--- src/rtl/mac_seq_28_pkg.sv ---
// Shared definitions for the mac_seq_28 operand sequencer: FSM encoding,
// default geometry and a packed-vector width helper.
package mac_seq_28_pkg;

  localparam int LANES_DEF = 28;
  localparam int DW_DEF    = 8;

  typedef enum logic [2:0] {
    ST_IDLE    = 3'd0,
    ST_CLEAR   = 3'd1,
    ST_FEED    = 3'd2,
    ST_DRAIN   = 3'd3,
    ST_RESCALE = 3'd4
  } state_e;

  function automatic int vec_width(input int lanes, input int dw);
    return lanes * dw;
  endfunction

endpackage

--- src/rtl/mac_operand_reg.sv ---
// One registered operand bus for the MAC array: loads a full vector or
// zero-fills it so that idle cycles accumulate nothing.
module mac_operand_reg #(
  parameter int W = 224
) (
  input  logic         clk,
  input  logic         rst_n,
  input  logic         load_i,
  input  logic         zero_i,
  input  logic [W-1:0] d_i,
  output logic [W-1:0] q_o
);

  logic [W-1:0] q_q, q_d;

  always_comb begin
    q_d = q_q;
    if (load_i)      q_d = d_i;
    else if (zero_i) q_d = '0;
  end

  // NOTE: state registers take non-blocking assignments and are reset, since
  // these bits feed the MAC array directly and must be 0 out of reset.
  always_ff @(posedge clk or negedge rst_n) begin
    if (!rst_n) q_q <= '0;
    else        q_q <= q_d;
  end

  assign q_o = q_q;

endmodule

--- src/rtl/mac_seq_28.sv ---
// Operand sequencer for the 28-lane int8 MAC array: clears the accumulators,
// feeds K jointly-handshaken A/B beats, drains the pipeline, then rescales.
module mac_seq_28
  import mac_seq_28_pkg::*;
#(
  parameter int LANES = LANES_DEF,
  parameter int DW    = DW_DEF,
  parameter int KW    = 16,
  parameter int DRAIN = 1
) (
  input  logic                  clk,
  input  logic                  main_rst,
  input  logic                  start,
  input  logic [KW-1:0]         k_len,
  input  logic                  a_valid,
  input  logic [LANES*DW-1:0]   a_data,
  output logic                  a_ready,
  input  logic                  b_valid,
  input  logic [LANES*DW-1:0]   b_data,
  output logic                  b_ready,
  output logic [LANES*DW-1:0]   A_bus,
  output logic [LANES*DW-1:0]   B_bus,
  output logic                  mac_rst,
  output logic                  rescale,
  output logic                  busy,
  output logic                  done
);

  localparam int         VW         = vec_width(LANES, DW);
  localparam logic [3:0] DRAIN_LAST = 4'(DRAIN);

  state_e          state_q, state_d;
  logic [KW-1:0]   k_q, k_d;
  logic [KW-1:0]   cnt_q, cnt_d;
  logic [3:0]      drain_q, drain_d;
  logic            mac_rst_q, mac_rst_d;
  logic            rescale_q, rescale_d;
  logic            busy_q, busy_d;
  logic            done_q, done_d;
  logic            beat;
  logic            last_beat;

  // A beat needs both streams at once; neither side is ever consumed alone.
  assign beat      = (state_q == ST_FEED) && a_valid && b_valid;
  assign last_beat = beat && (cnt_q == k_q - KW'(1));
  assign a_ready   = beat;
  assign b_ready   = beat;

  always_ff @(posedge clk or negedge main_rst) begin
    if (!main_rst) begin
      state_q   <= ST_IDLE;
      k_q       <= '0;
      cnt_q     <= '0;
      drain_q   <= '0;
      mac_rst_q <= 1'b0;
      rescale_q <= 1'b0;
      busy_q    <= 1'b0;
      done_q    <= 1'b0;
    end else begin
      state_q   <= state_d;
      k_q       <= k_d;
      cnt_q     <= cnt_d;
      drain_q   <= drain_d;
      mac_rst_q <= mac_rst_d;
      rescale_q <= rescale_d;
      busy_q    <= busy_d;
      done_q    <= done_d;
    end
  end

  // The first DRAIN-state cycle presents the final operand to the array;
  // DRAIN further zero cycles follow before the rescale strobe.
  always_comb begin
    state_d = state_q;
    unique case (state_q)
      ST_IDLE:    if (start) state_d = (k_len == '0) ? ST_RESCALE : ST_CLEAR;
      ST_CLEAR:   state_d = ST_FEED;
      ST_FEED:    if (last_beat) state_d = ST_DRAIN;
      ST_DRAIN:   if (drain_q == DRAIN_LAST) state_d = ST_RESCALE;
      ST_RESCALE: state_d = ST_IDLE;
      default:    state_d = ST_IDLE;
    endcase
  end

  // NOTE: every combinational output gets a default first so no latch forms.
  always_comb begin
    k_d       = k_q;
    cnt_d     = cnt_q;
    drain_d   = '0;
    mac_rst_d = (state_d == ST_CLEAR);
    rescale_d = (state_d == ST_RESCALE);
    done_d    = (state_d == ST_RESCALE);
    busy_d    = (state_d != ST_IDLE);
    if (state_q == ST_IDLE && start) begin
      k_d   = k_len;
      cnt_d = '0;
    end
    if (beat) cnt_d = cnt_q + KW'(1);
    if (state_q == ST_DRAIN) drain_d = drain_q + 4'd1;
  end

  mac_operand_reg #(.W(VW)) u_a_reg (
    .clk    (clk),
    .rst_n  (main_rst),
    .load_i (beat),
    .zero_i (!beat),
    .d_i    (a_data),
    .q_o    (A_bus)
  );

  mac_operand_reg #(.W(VW)) u_b_reg (
    .clk    (clk),
    .rst_n  (main_rst),
    .load_i (beat),
    .zero_i (!beat),
    .d_i    (b_data),
    .q_o    (B_bus)
  );

  assign mac_rst = mac_rst_q;
  assign rescale = rescale_q;
  assign busy    = busy_q;
  assign done    = done_q;

endmodule

--- config.mk ---
export PLATFORM = sky130hd
export DESIGN_NAME = mac_seq_28
export DESIGN_NICKNAME = d
export VERILOG_FILES = /design/src/rtl/mac_seq_28_pkg.sv /design/src/rtl/mac_operand_reg.sv /design/src/rtl/mac_seq_28.sv
export SDC_FILE = /design/constraint.sdc
export NUM_CORES = 1
export LEC_CHECK = 0
export ABC_AREA = 1
export CAP_MARGIN = 20
export CORE_AREA = 3 3 360 362
export DETAILED_ROUTE_END_ITERATION = 10
export DIE_AREA = 0 0 363 365
export DONT_BUFFER_PORTS = 1
export PLACE_DENSITY = 0.3
export SLEW_MARGIN = 20
export SYNTH_ARGS = -nofsm -noshare
export SYNTH_HDL_FRONTEND = slang
export SYNTH_SLANG_ARGS = --single-unit
export TNS_END_PERCENT = 30
--- constraint.sdc ---
create_clock -name clk -period 1.85 [get_ports clk]
set_input_delay 0.185 -clock clk [delete_from_list [all_inputs] [get_ports clk]]
set_output_delay 0.185 -clock clk [all_outputs]
set_load 0.1 [all_outputs]
== Yosys cells after proc, flatten, opt, wreduce, memory -nomap -nowiden ==
Index checks and enable logic that the tools add are counted.
Widths: inputs -> output; s select.

* Order comparisons: 0
* Bitwise logic cells: 0
* $add $sub $neg: 3
* Eq/ne operators: 7
* Divide/modulo/power cells: 0
* Muxes and demuxes: 10
* Multipliers: 0
* Shift-type cells: 0
* Reductions and logical operators: 8

{| class="wikitable"
|+ Operator list
! kind !! count
|-
| $mux 224 || 2
|-
| $mux 16 || 2
|-
| $add 16x1->16 const B || 1
|-
| $eq 16x16->1 || 1
|-
| $logic_not 16->1 || 1
|-
| $sub 16x1->16 const B || 1
|-
| $mux 3 || 4
|-
| $pmux 3 s4 || 1
|-
| $eq 3x1->1 const B || 2
|-
| $eq 3x2->1 const B || 2
|-
| $add 4x1->4 const B || 1
|-
| $eq 4x1->1 const B || 1
|-
| $logic_and 1x1->1 || 4
|-
| $mux 4 || 1
|-
| $eq 3x3->1 const B || 1
|-
| $logic_not 3->1 || 1
|-
| $reduce_bool 3->1 || 1
|-
| $reduce_bool 2->1 || 1
|}

* Bits in read-only memories: 0
* Register bits: 490
* RAM bits: 0
* Latch bits: 0
* Word-level logic and storage cells: 37
* Memories: 0
* Bits of input ports: 469

== Depth between registers and ports, before layout ==
* Depth after elaboration: 7
* Depth in mapped cells: 14

== Cells and area by module ==
A second synthesis with hierarchy kept.

* Cells, all modules: 2284
* Area total of the unflattened synthesis: 19580.0 um^2

{| class="wikitable"
|+ Modules (own cells, without submodules)
! module !! sequential area each (um^2) !! times used !! cells an instance !! area each (um^2)
|-
| mac_operand_reg || 5605.4 || 2 || 946 || 8428.1
|-
| mac_seq_28 || 1051.0 || 1 || 392 || 2723.9
|}

== Worst setup path after synthesis ==
Ideal clock, no wire load.

* Path kind: flip-flop to output port
* Start: register state_q[0]
* End: output port b_ready
* Data required time: 1.665 ns
* Arrival: 1.593 ns
* Cell stages (with the launch flop): 6
* Slack: 0.072 ns
* Path through: dfrtp_1 nor2_1 nand2_1 nor2_4 buf_2 buf_4

* Longest elaborated chain between the ends: 3

{| class="wikitable"
|+ Ends and longest elaborated chain
! what !! RTL line !! RTL
|-
| start, declared || mac_seq_28.sv:32 || <nowiki>state_e state_q, state_d;</nowiki>
|-
| start signal, assigned || mac_seq_28.sv:60 || <nowiki>state_q <= state_d;</nowiki>
|-
| $eq 3x2->1 || mac_seq_28.sv:44 || <nowiki>assign beat = (state_q == ST_FEED) && a_valid && b_valid;</nowiki>
|-
| $logic_and 1x1->1 (2 in a row) || mac_seq_28.sv:44 ||
|-
| end, declared || mac_seq_28.sv:20 || <nowiki>output logic b_ready,</nowiki>
|}

Every way passes these cells.

== Worst setup path after layout ==
* Start: register state_q[2]
* End: output port b_ready

The elaborated chain is that of the path after synthesis.

==> reports/metrics.cfg <==
[drt]
wirelength_um=81900
vias=14800
drtIter0Drc=579
wire_per_inst_um=18.4
viasPerCell=3.31
drc_errors=0
antenna_left=0
drtPass1Iterations=5

[power]
p_clk_share_pct=42.2
intPower_mw=20.3
p_comb_share_pct=19.5
power_density_mw_per_mm2=984
power.switching_mw=9.43
switching_share_pct=31.7
ir_drop_mv=0.731
leakagePower_nw=16.5
p_seq_share_pct=38.3

[finish]
final_core_util_pct=23.8
drive_gt1_share_pct=22.5
finalNetCount=3210
final_cell_mix=nor2_1, inv_1, dfrtp_1, buf_4, dlygate4sd3_1
mostFrequentLayoutCell=nor2_1
design_area_mm2=0.0302
area_growth_pct=71.8
fill_cells=13700

[grt]
grt_max_degree=491
grt.met3_usage_pct=4.53
grt_pass1_vias=16500
busiest_layer=met2
grt_pass1_wl_um=111000
grt_use_total_pct=11.5
globalRouteOverflowTotal=0
antenna_found_initial=20
met2_usage_pct=20.8
grt_use_met1_pct=12.2

[worst_setup_path]
crit_fanout=2
slowest_delay_ps=380
r2r_setup_slack_ps=30
worst-path-buf-inv=1
worstSetupPathDepth=4
worstPathCellList=nor2_1, nand2_1, nor2_4, buf_12
critPathTopFamily=flip-flops
cpMaxStageDelayCell=dfrtp_1
required_ps=1660
end_kind=output port
worst-r2r-cell-count=8
r2r-start=state_q[2]$_DFF_PN0_
path_class=flop to output port
cp.arrival_ps=1640
crit_path_start_kind=flop
startpoint=state_q[2]$_DFF_PN0_

[cts]
clockBufferDepth=3
clk_latency_ps=640
cts_tree=yes
clkSlewWorstSetupHoldPaths_ps=60
cts_root_buffer=clkbuf_16
h-tree-depth=2
cts_buffers=60
cts_sinks=490

[sta]
slew_viol_final=0
rsz0062_at_grt=true
max_freq_mhz=549
hold_viol_final=193
min_period_ps=1820
fin_crit_sh_pct=98.4
worst_clock_skew_ps=25.5
hold_ws_ps=-553
relSlewSlack_pct=48.5
tightest_slew_ps=773
setup_viol=0

[floorplanning]
die_w_um=363
pin_count=923
die_area_mm2=0.132
die_h_um=365
core_mm2=0.127
row_count=131
start_util_pct=13.8

[yosys]
syn-cell-area_mm2=0.0176
syn_avg_cell_area_um2=10.0
yosys_register_bits=490
yosys_warnings=0
synth_top_area_share_pct=69.7
ys_types=32
synth_nets=2230
synth_top_cell_by_area=dfrtp_1
syn_inst=1757
ys_top_cells_by_area=dfrtp_1, nor2_1, inv_1, nand2_1, buf_6
yosysSeqAreaShare_pct=69.7

[placed_design]
gp_congestion=0.838
hpwl_um=62500
place_area_mm2=0.0229
port_buffers=0

[flow_run]
drv_cap=0

[run_status]
violations=negative hold slack
status=finished, violations left

[worst_hold_path]
worstHoldPathType=input pin to asynchronous set/reset pin

[Yosys cell counts]
| master | n |
|---|---|
| nor2_1 | 501 |
| inv_1 | 494 |
| dfrtp_1 | 490 |
| nand2_1 | 119 |
| buf_6 | 30 |
| nand3_1 | 23 |
| buf_2 | 19 |
| o21ai_0 | 18 |
| xnor2_1 | 8 |
| a21oi_1 | 5 |
| buf_4 | 5 |
| xor2_1 | 5 |
| ha_1 | 4 |
| nor3_1 | 4 |
| a22oi_1 | 3 |
| clkbuf_1 | 3 |
| mux2i_1 | 3 |
| nor2_4 | 3 |
| o21ai_1 | 3 |
| inv_2 | 2 |
| nand3b_1 | 2 |
| nand4_1 | 2 |
| nor3_4 | 2 |
| a31oi_1 | 1 |
| a32oi_1 | 1 |
| and2_1 | 1 |
| nand2_2 | 1 |
| nand3_2 | 1 |
| nor4_2 | 1 |
| o21a_1 | 1 |
| o21bai_1 | 1 |
| o32ai_1 | 1 |
[worst paths after layout]
kind | end
worst max-delay path | b_ready
worst min-delay path | u_b_reg.q_o[188]$_DFF_PN0_
worst max register to register | u_b_reg.q_o[170]$_DFF_PN0_
worst min register to register | drain_q[0]$_DFF_PN0_
max in group asynchronous | u_b_reg.q_o[148]$_DFF_PN0_
min in group clk | u_b_reg.q_o[86]$_DFF_PN0_
[through the flow]
step	setup slack (ps)	power [mW]	TNS [ps]	std cells
2_1_floorplan	71.5	15.1	0	1757
3_3_place_gp	82.1	16.2	0	3845
3_5_place_dp	50.7	16.2	0	3845
4_1_cts	-50.2	30.0	-344	4429
5_1_grt	-84.4	31.0	-619	4452
6_report	29.8	29.7	0	4459
[what timing repair did]
item                                    CTS  global route
cloned                                    0             6
buffers inserted                          3             7
endpoints found under the hold margin   959           359
resized for setup                         5            17
hold buffers                            469             4
endpoints found under the setup margin    2           106
pin swaps                                 2             0
[sequential cells by signal (all words and copies together), names as in the netlist]
register and count:
done 1, mac_rst 1, u_b_reg.q_o 224, drain_q 4, cnt_q 16, k_q 16
state_q 3, busy 1, u_a_reg.q_o 224
[worst reg2reg max path, cell delays in order, from the launching register on]
cell,delay (ps)
dfrtp_1,380
nor2_1,100
nand2_1,90
nor2_4,160
buf_4,180
inv_8,80
buf_16,190
buf_12,390
nor2_1,160
[logic make-up after synthesis]
family / after synthesis / synth area share (%)
AO/OA/AOI/OAI: 34 / 1.09
XOR/XNOR: 13 / 0.648
adder cells (fa/ha/maj): 4 / 0.285
buffers and inverters: 553 / 13.3
flip-flops: 490 / 69.7
multiplexers: 3 / 0.171
AND/OR/NAND/NOR: 660 / 14.7
[power by group through the flow]
stage | Clock (mW) | Combinational [mW] | Sequential [mW]
after global routing | 13.5 | 6.12 | 11.4
after global placement | 0 | 4.66 | 11.6
after detailed placement | 0 | 4.65 | 11.6
after floorplan | 0 | 0.777 | 14.3
after CTS | 13.0 | 5.57 | 11.4
final | 12.5 | 5.80 | 11.4
[layout make-up]
type | instances | area (um^2) | area share [%]
flip-flops and latches | 490 | 12300 | 40.6
diodes | 10 | 25.0 | 0.0828
repair buffers | 975 | 8850 | 29.3
clock inverters | 23 | 305 | 1.01
well taps | 1662 | 2080 | 6.88
multi-input cells | 714 | 3000 | 9.93
inverters | 496 | 1870 | 6.19
clock buffers | 89 | 1810 | 6.00
[per-layer routing]
layer | vias up | wire length, um
met1 | 7173 | 30000
li1 | 6873 | -
met4 | 8 | 2040
met3 | 108 | 7560
met5 | - | 55
met2 | 602 | 42300
No activity file was read; power rests on OpenSTA's default activity.
